### src/rtl/stack_unit_pkg.sv
// stack_unit_pkg: shared widths, default geometry and FSM state encodings for the CU stack.
package stack_unit_pkg;
    localparam int depth_default = 64;
    localparam int aw_default = 6;
    localparam int word_w = 16;
    localparam logic [2:0] st_idle = 3'd0;
    localparam logic [2:0] st_push = 3'd1;
    localparam logic [2:0] st_pop = 3'd2;
    localparam logic [2:0] st_ack = 3'd3;
    localparam logic [2:0] st_rel = 3'd4;
endpackage

### src/rtl/stack_unit_ram.sv
// stack_unit_ram: single-port DEPTH x 16 array, synchronous write and synchronous read.
module stack_unit_ram
    import stack_unit_pkg::*;
#(
    parameter int DEPTH = depth_default,
    parameter int AW = aw_default
) (
    input  logic              clk,
    input  logic              we,
    input  logic [AW-1:0]     addr,
    input  logic [word_w-1:0] wdata,
    output logic [word_w-1:0] rdata
);
    logic [word_w-1:0] mem [DEPTH];

    always_ff @(posedge clk) begin
        if (we) mem[addr] <= wdata;
        rdata <= mem[addr];
    end
endmodule

### src/rtl/stack_unit.sv
// stack_unit: full-descending hardware LIFO answering the CU push/pop level handshake.
// One operation per request; REL holds off re-execution until the serviced request drops.
module stack_unit
    import stack_unit_pkg::*;
#(
    parameter int DEPTH = depth_default,
    parameter int AW = aw_default
) (
    input  logic              clk,
    input  logic              rst_b,
    input  logic              push_req,
    input  logic [word_w-1:0] push_data,
    input  logic              pop_req,
    input  logic              clr_err,
    output logic              push_done,
    output logic              pop_done,
    output logic [word_w-1:0] pop_out,
    output logic [15:0]       sp,
    output logic              full,
    output logic              empty,
    output logic              ovf_err,
    output logic              unf_err,
    output logic              proto_err
);
    localparam logic [AW:0] sp_top = (AW+1)'(DEPTH);

    logic [2:0] state;
    logic op_push;
    logic [AW:0] sp_r;
    logic [AW:0] sp_dec;
    logic [word_w-1:0] rdata;
    logic ovf_set, unf_set, proto_set;

    assign sp_dec = sp_r - 1'b1;
    assign full = sp_r == '0;
    assign empty = sp_r == sp_top;
    assign sp = 16'(sp_r);
    assign push_done = (state == st_ack) && op_push;
    assign pop_done = (state == st_ack) && !op_push;
    assign ovf_set = (state == st_push) && full;
    assign unf_set = (state == st_pop) && empty;
    assign proto_set = (state == st_idle) && push_req && pop_req;

    // The read port tracks sp outside PUSH, so mem[sp] is already registered by the POP cycle.
    stack_unit_ram #(.DEPTH(DEPTH), .AW(AW)) u_ram (
        .clk(clk),
        .we((state == st_push) && !full),
        .addr(state == st_push ? sp_dec[AW-1:0] : sp_r[AW-1:0]),
        .wdata(push_data),
        .rdata(rdata)
    );

    always_ff @(posedge clk or posedge rst_b) begin
        if (rst_b) begin
            state <= st_idle;
            op_push <= 1'b0;
            sp_r <= sp_top;
            pop_out <= '0;
            ovf_err <= 1'b0;
            unf_err <= 1'b0;
            proto_err <= 1'b0;
        end else begin
            ovf_err <= ovf_set || (ovf_err && !clr_err);
            unf_err <= unf_set || (unf_err && !clr_err);
            proto_err <= proto_set || (proto_err && !clr_err);
            case (state)
                st_idle: begin
                    if (push_req && !pop_req) begin
                        state <= st_push;
                        op_push <= 1'b1;
                    end else if (pop_req && !push_req) begin
                        state <= st_pop;
                        op_push <= 1'b0;
                    end
                end
                st_push: begin
                    if (!full) sp_r <= sp_dec;
                    state <= st_ack;
                end
                st_pop: begin
                    pop_out <= empty ? '0 : rdata;
                    if (!empty) sp_r <= sp_r + 1'b1;
                    state <= st_ack;
                end
                st_ack: state <= st_rel;
                st_rel: if (op_push ? !push_req : !pop_req) state <= st_idle;
                default: state <= st_idle;
            endcase
        end
    end
endmodule

### config.mk
export PLATFORM = sky130hd
export DESIGN_NAME = stack_unit
export DESIGN_NICKNAME = d
export VERILOG_FILES = /design/src/rtl/stack_unit_pkg.sv /design/src/rtl/stack_unit_ram.sv /design/src/rtl/stack_unit.sv
export SDC_FILE = /design/constraint.sdc
export NUM_CORES = 1
export LEC_CHECK = 0
export ABC_CLOCK_PERIOD_IN_PS = 4100
export BUFFER_PORTS_ARGS = -buffer_cell sky130_fd_sc_hd__buf_4
export CORE_AREA = 4 4 278 417
export DETAILED_ROUTE_END_ITERATION = 6
export DIE_AREA = 0 0 282 421
export PLACE_DENSITY = 0.5
export SLEW_MARGIN = 20
export SYNTH_ARGS = -nofsm -noshare
export SYNTH_HDL_FRONTEND = slang
export SYNTH_SLANG_ARGS = --single-unit
export TNS_END_PERCENT = 50
### constraint.sdc
create_clock -name clk -period 4.1 [get_ports clk]
set_input_delay 1.025 -clock clk [delete_from_list [all_inputs] [get_ports clk]]
set_output_delay 1.025 -clock clk [all_outputs]
set_load 0.01 [all_outputs]
# == Word level (Yosys, flattened, before mapping) ==
# Memories as Yosys holds them, arrays and structs flattened. A register that Yosys moved wholly into a read port is not among the register bits.
# Index checks and enable logic that the tools add are counted.
# word_totals
regBits,30
out_inout_bits,39
in_bits,21
mem_bits_rw,1024
elab_cells,61
memories,1
# mem_list
name,words,word_bits,rd,rd_ports_with_merged_regs,wr,line_no,source
u_ram.mem,64,16,1,1,1,stack_unit_ram.sv:14,logic [word_w-1:0] mem [DEPTH];
# op_classes
eq_ne,9
add_sub_neg,2
mux,14
reduce_logical,28
# ops
op,n
16-bit two-way mux,1
7-bit two-way mux,2
7-bit one-hot mux with 2 select lines,1
1-bit logical AND,12
3-bit one-hot mux with 4 select lines,1
3-bit two-way mux,3
"7-bit by 1-bit adder with 7-bit output, second input constant",1
"7-bit == test, second input constant",1
7-bit logical NOT,1
"7-bit by 1-bit subtractor with 7-bit output, second input constant",1
"3-bit by 2-bit == test with 1-bit output, second input constant",2
6-bit two-way mux,1
"2-bit != test, second input constant",3
1-bit logical NOT,5
1-bit two-way mux,5
2-bit AND reduction,2
2-bit nonzero test,2
"3-bit by 1-bit == test with 1-bit output, second input constant",1
"3-bit == test, second input constant",1
3-bit logical NOT,1
1-bit logical OR,3
"3-bit by 1-bit != test with 1-bit output, second input constant",1
3-bit AND reduction,1
2-bit OR reduction,1

# == Depth between registers and ports, before layout ==
# Gate-level depths: netlist (run 1).
# depth
ltp_word,5
mapped_depth,15
ltp_nobuf,9

# == By module ==
# A second synthesis (run 1) with hierarchy kept.
# unflattened
hier_cells,2445
hier_area_um2,41245.8
# by_module_without_submodules
mod,area_per_inst_um2,n_inst,cells_per_inst,seq_area_each_um2
stack_unit_ram,39480.4,1,2264,31069.8
stack_unit,1765.4,1,181,752.0

# == Least setup slack after synthesis (run 1) ==
# Ideal clock, no wire load.
# synth_path
kind,reg-to-reg
startpoint,reg sp_r[0]
endpoint,mem u_ram.mem[11][0] (enable)
path_stages_with_launch,12
setup_time_ns,0.389
required_ns,3.711
path_buffers,5
arrival_ns,3.455
period_less_slack_ns,3.844
path_slack_ns,0.256
path_cell_list,dfrtp_1 buf_2 clkinv_1 ha_1 and4bb_1 buf_4 xnor2_2 buf_2 clkbuf_1 buf_1 nand3_1 nor2_1
# synth_via
elab_chain_cells,5
elab_cells_between_ends,7
classes_between,add/sub (1); mux (3); reduce/logical (3)
# synth_rtl
element,line_no,source
"start, declared",stack_unit.sv:29,logic [AW:0] sp_r;
"start signal, assigned",stack_unit.sv:57,sp_r <= sp_top;
"start signal, assigned",stack_unit.sv:77,if (!full) sp_r <= sp_dec;
"start signal, assigned",stack_unit.sv:82,if (!empty) sp_r <= sp_r + 1'b1;
"parallel branches: the longest is 5 deep, another holds 7-bit by 1-bit subtractor with 7-bit output",-,
"end, declared",stack_unit_ram.sv:14,
# Several ways; the timed one is not identified.

# == Worst setup path after layout (run 1) ==
# layout_path
startpoint,reg sp_r[0]
endpoint,reg u_ram.rdata[6] (read register of u_ram.mem)
# layout_via
elab_chain_cells,2
# layout_rtl
element,line_no,source
7-bit by 1-bit subtractor with 7-bit output,stack_unit.sv:34,assign sp_dec = sp_r - 1'b1;
6-bit two-way mux *,stack_unit.sv:48,".addr(state == st_push ? sp_dec[AW-1:0] : sp_r[AW-1:0]),"
"end, declared",stack_unit_ram.sv:12,output logic [word_w-1:0] rdata
# Every way passes the cells marked *; elsewhere a longest branch is shown, timed or not.
# A chain may end at the register's enable or synchronous reset.

==> impl_metrics.ini, run 1 <==
[sta]
fmax_mhz = 245.8
tightest_slew_ps = 964.4
slew_violations = 0
post-route-period-util_pct = 99.23
hold_viol = 0
fin_crit_ps = 4068
setup_viol = 0
skew_ps = 21.92
slew-limit-headroom_pct = 35.51
fin_tns_setup_ps = 0
worst_slack_ps = 31.55

[detailed_routing]
first_pass_iters = 6
initialDrtViolationCount = 3198
vias = 31550
viasPerCell = 6.391
drc = 0
antenna_violating_nets_post_route = 0
wl_per_cell_um = 30.14
routed_wl_mm = 148.8

[floorplanning]
die_w_um = 282
dieArea_um2 = 118700
core-area_um2 = 112400
start_util_pct = 39.70
ios = 60
num_rows = 151
die_h_um = 421

[clock_network]
cts_tree = built
clockBufferDepth = 3
cts_root_buf = clkbuf_16
cts.clk_slew.worst_paths_ps = 70
htree_levels = 3
clk_latency_ps = 700
numClockSinks = 1070
cts_buffers = 103

[power_and_ir_drop]
ir_drop_v = 0.0004121
leakagePower_nw = 16.54
p_total_w = 0.04145
p_per_area_nw_per_um2 = 805.5

[global_routing]
grt_antenna_before_repair = 4
grt_pass1_wl_mm = 213.5
grt_start_max_net_pins = 130
grt-ovfl-total = 0
track_usage_pct = 24.40
grt_pass1_vias = 31410

[critical_path]
worst_ep_required_time_ps = 4670
crit_fanout = 47
r2r_slack_ps = 30
crit_type = reg2reg
worstSetupEndpointType = flop
cp.arrival_ps = 4630
max_stage_delay_ps = 700
crit_path_start = sp_r[0]$_DFFE_PP0P_
r2r_cells = 10
worstPathCellList = clkinv_1 -> ha_1 -> or4b_4 -> buf_16 -> o22ai_1 -> nor3_1 -> o41ai_2 -> buf_4 -> nand4_1 -> or4_1
crit_slowest_cell = or4b_4
critPathLaunchType = flop
r2r_end = u_ram.rdata[6]$_DFF_P_
rr_startpoint = sp_r[0]$_DFFE_PP0P_

[placed_design]
dpl-instance-area_um2 = 47780
gp_congestion = 0.8377
post-place-ws_ps = -169.8
dp.cells = 4733
hpwlAfterDp_mm = 88.57
portBuffers = 50

[synth]
ys_top_cells_by_count = edfxtp_1 (1,024), o22ai_1 (680), nor3_1 (294), nand2_1 (231), clkbuf_1 (175)
synth.distinct_cells = 66
syn-instance-count = 3282
ys.flop_type = edfxtp_1
yosys_warnings = 0
synthTopCellsByArea = edfxtp_1 (69%), o22ai_1 (9.5%), nor3_1 (3.3%)
synthArstFlopShare_pct = 2.804
netlist.area_leader.share_pct = 68.91
synth_top_area_cell = edfxtp_1
synth_edf_count = 1024
netlist_area_um2 = 44620
ys_seq_area_share_pct = 71.31
yosysMostFrequentCell = edfxtp_1
synth-seq-cells = 1070
synth.avg_cell_area_um2 = 13.60

[flow_run]
drv_cap = 0

[final_layout]
final_cell_count_no_fill = 4936
area_growth_pct = 15.32
drive_above_1_share_pct = 15.20
fin_nets = 3416
final_area_um2 = 51460

[worst_hold_path]
min_path_type = in2async

[status]
outcome = completed
## layout make-up
class,instances,area [µm²]
inverter,10,37.54
antenna,3,7.507
fill,9863,60950
clock buffer,128,2776
tap,1453,1818
timing repair buffer,298,2512
sequential,1070,31830
clock inverter,66,760.7
multi-input combinational,1908,11720
## metal layers
metal / track usage [%] / up-vias / routed length (µm)
met4: 12.97 / 4 / 8895
li1: - / 13660 / -
met3: 3.028 / 337 / 9033
met2: 42.18 / 1323 / 75710
met1: 29.73 / 16230 / 55120
met5: 0 / - / 24
## stage by stage
step | util, % | hold WS [ps]
detailed placement | 42.50 | 465.0
global route | 45.77 | 466.6
floorplan | - | 417.5
finish | 45.78 | 419.7
CTS | 45.68 | 390.2
global placement | 42.50 | 467.9
## worst max-delay path, delay by kind of cell, from the launching register on
family | cells | cell delay (ps)
AND/OR/NAND/NOR | 4 | 1780
adder cells (fa/ha/maj) | 1 | 380
buffers and inverters | 3 | 560
AO/OA/AOI/OAI | 2 | 660
flip-flops | 1 | 480
## logic make-up after synthesis
| group | Yosys count | synth area share, % |
|---|---|---|
| AOI/OAI and AO/OA | 955 | 14.16 |
| xor gates and xnor gates | 10 | 0.2131 |
| adders and majority gates | 4 | 0.1122 |
| buffers and inverters | 312 | 3.087 |
| DFF | 1070 | 71.31 |
| muxes | 72 | 1.786 |
| other | 1 | 0.008404 |
| and+or+nand+nor | 858 | 9.326 |
## report_power, final
| group | switching, W | internal [W] | leakage, nW |
|---|---|---|---|
| Clock | 0.00416 | 0.00587 | 1.73 |
| Sequential | 0.000355 | 0.0125 | 9.71 |
| Combinational | 0.0122 | 0.00644 | 5.09 |
| Total | 0.0167 | 0.0248 | 16.5 |
## sequential cells by signal, summed over array words and instances (netlist names)
register     flops
proto_err        1
u_ram.mem     1024
op_push          1
state            3
u_ram.rdata     16
unf_err          1
sp_r             7
ovf_err          1
pop_out         16
## cell usage in the layout (no fill, tap or decap), types with 41 or more instances in the layout
cell	Yosys	layout
edfxtp_1	1024	1024
o22ai_1	680	680
nor3_1	294	294
buf_4	18	277
nand2_1	231	225
clkbuf_16	0	108
nand3_1	89	89
o21ai_0	79	79
mux2i_1	65	65
o221ai_1	65	65
nor2_1	85	57
nand4_1	45	45
nor4_1	44	41
## how the worst max path moves through the flow
stage | cells past startpoint | end | slack, ps
floorplan | 11 | u_ram.mem[11][0]$_DFFE_PP_ | 260
global placement | 10 | u_ram.rdata[6]$_DFF_P_ | -210
detailed placement | 10 | u_ram.rdata[6]$_DFF_P_ | -170
CTS | 10 | u_ram.rdata[6]$_DFF_P_ | -60
global route | 11 | u_ram.rdata[14]$_DFF_P_ | -1
finish | 10 | u_ram.rdata[6]$_DFF_P_ | 30
## repair_timing
item,4_1_cts,5_1_grt
pin swaps,1,3
hold endpoints to repair,0,0
cloned,0,1
endpoints found under the setup margin,4,10
resized for setup,6,5
hold buffers,0,0
buffers inserted,0,5
Note: power is estimated with default switching activity, not from simulation.
==> run 2: changes to the inputs <==
- ABC_CLOCK_PERIOD_IN_PS: 4100 -> 4200
- CAP_MARGIN: not set -> 20
- clock period: 4.1 -> 4.2 ns (I/O delays scaled with it)
==> run 2 against run 1 <==
Sequential power about the same. Flip-flop and latch count unchanged. Register-to-register slack gained 80 ps. Routed wire length decreased by 0.35%. Sequential share of layout area rose by 0.40 points. Die area stayed put. Largest power group unchanged. Highest routed layer unchanged.
==> impl_metrics.ini, run 2 (synthesis results as in run 1) <==
[global_routing]
track_usage_pct = 24.37
grt_start_max_net_pins = 109
grt_antenna_before_repair = 6
grt_pass1_vias = 31140
grt-ovfl-total = 0
grt_pass1_wl_mm = 212.7

[clock_network]
hold_buffers = 0
htree_levels = 3
cts_root_buf = clkbuf_16
cts_buffers = 100
clk_latency_ps = 710
clockBufferDepth = 3
numClockSinks = 1070
cts_tree = built
cts.clk_slew.worst_paths_ps = 70

[critical_path]
cp.arrival_ps = 4670
worstSetupEndpointType = flop
crit_fanout = 54
critPathLaunchType = flop
r2r_cells = 11
r2r_slack_ps = 110
worst_ep_required_time_ps = 4780
rr_startpoint = sp_r[0]$_DFFE_PP0P_
r2r_end = u_ram.rdata[9]$_DFF_P_
crit_type = reg2reg

[detailed_routing]
viasPerCell = 6.407
drc = 0
initialDrtViolationCount = 3366
wl_per_cell_um = 30.17
antenna_violating_nets_post_route = 0
routed_wl_mm = 148.3
vias = 31480
first_pass_iters = 5

[placed_design]
portBuffers = 50
hpwlAfterDp_mm = 88.05
dp.cells = 4723
gp_congestion = 0.8380

[sta]
setup_viol = 0
hold_viol = 0
skew_ps = 36.17
timing.hold.ws_ps = 469.6
rsz0062_at_grt = false
post-route-period-util_pct = 97.38
slew_violations = 0
fmax_mhz = 244.5
slew-limit-headroom_pct = 31.31
tightest_slew_ps = 1030
fin_crit_ps = 4090

[final_layout]
regArea_um2 = 31830
largest_register = u_ram.mem
final_cell_count_no_fill = 4914
largest_register_ffs = 1024
fillCellCount = 9836
multi_input_area_um2 = 11700
reg.largest.list = u_ram.mem x1024, pop_out x16, u_ram.rdata x16
layout_commonest_cell = edfxtp_1
drive_above_1_share_pct = 14.29
fin_nets = 3401
area_growth_pct = 14.58
final_cell_mix = edfxtp_1 (1,024), o22ai_1 (680), nor3_1 (294), buf_4 (264), nand2_1 (225)

[power_and_ir_drop]
ir_drop_v = 0.0004957
leakagePower_nw = 16.34
p_per_area_nw_per_um2 = 779.1

[floorplanning]
die_w_um = 282
num_rows = 151
die_h_um = 421
start_util_pct = 39.70
core-area_um2 = 112400
ios = 60
dieArea_um2 = 118700

[worst_hold_path]
hold_start = u_ram.rdata[3]$_DFF_P_
min_path_type = reg2reg
holdPathStages = 2
whs_endpoint = pop_out[3]$_DFFE_PP0N_

[status]
outcome = completed

[flow_run]
drv_cap = 0
-- run 2: area by class of cell --
| type | count | share of cell area [%] |
|---|---|---|
| diodes | 3 | 0.01468 |
| clock buffers | 127 | 5.278 |
| clock inverters | 57 | 1.189 |
| inverters | 10 | 0.07341 |
| multi-input cells | 1908 | 22.88 |
| flip-flops and latches | 1070 | 62.25 |
| well taps | 1453 | 3.556 |
| repair buffers | 286 | 4.762 |
-- run 2: metrics by stage --
step | setup TNS, ps | instance area [µm²] | worst slack, ps | total power, W | utilization [%]
floorplan | 0 | 44650 | 356.0 | 0.02279 | -
global placement | -249.6 | 47710 | -249.6 | 0.03032 | 42.44
detailed placement | -325.1 | 47730 | -325.1 | 0.03054 | 42.46
CTS | 0 | 51040 | 6.550 | 0.03982 | 45.41
global route | 0 | 51120 | 6.977 | 0.04151 | 45.48
finish | 0 | 51130 | 110.1 | 0.03983 | 45.48
-- run 2: how the worst max path moves through the flow --
| stage | from | to | depth (start not counted) |
|---|---|---|---|
| after detailed placement | sp_r[0]$_DFFE_PP0P_ | u_ram.rdata[1]$_DFF_P_ | 11 |
| after global routing | sp_r[0]$_DFFE_PP0P_ | u_ram.rdata[6]$_DFF_P_ | 11 |
| after floorplan | sp_r[0]$_DFFE_PP0P_ | u_ram.mem[11][0]$_DFFE_PP_ | 11 |
| after global placement | sp_r[0]$_DFFE_PP0P_ | u_ram.rdata[1]$_DFF_P_ | 11 |
| after CTS | sp_r[0]$_DFFE_PP0P_ | u_ram.rdata[9]$_DFF_P_ | 11 |
| final | sp_r[0]$_DFFE_PP0P_ | u_ram.rdata[9]$_DFF_P_ | 11 |
-- run 2: repair_timing --
| item | in CTS | in global routing |
|---|---|---|
| setup endpoints to repair | 1 | 6 |
| pin swaps | 0 | 2 |
| setup buffers | 0 | 3 |
| cloned | 0 | 1 |
| gates resized for setup | 1 | 4 |
-- run 2: worst max-delay path, stage by stage, from the launching register on --
cell and delay (ps):
dfrtp_4 480, clkinv_1 100, ha_1 380, or4b_4 600
buf_12 200, buf_16 250, o22ai_1 170, nor3_1 80
o41ai_2 390, buf_4 200, nand4_1 370, or4_1 640
-- run 2: where the power goes --
part	internal [W]	switching (W)	total [W]	leakage, nW
registers	0.0122	0.000384	0.0125	9.71
clock network	0.00528	0.00396	0.00924	1.61
logic	0.00619	0.0119	0.0180	5.02
-- run 2: metal layers --
metal / vias up / track usage [%] / routed length, µm
met4: 2 / 13.39 / 9093
met2: 1379 / 41.87 / 74730
met5: - / 0 / 13
met3: 301 / 3.183 / 8895
met1: 16170 / 29.61 / 55520
li1: 13640 / - / -
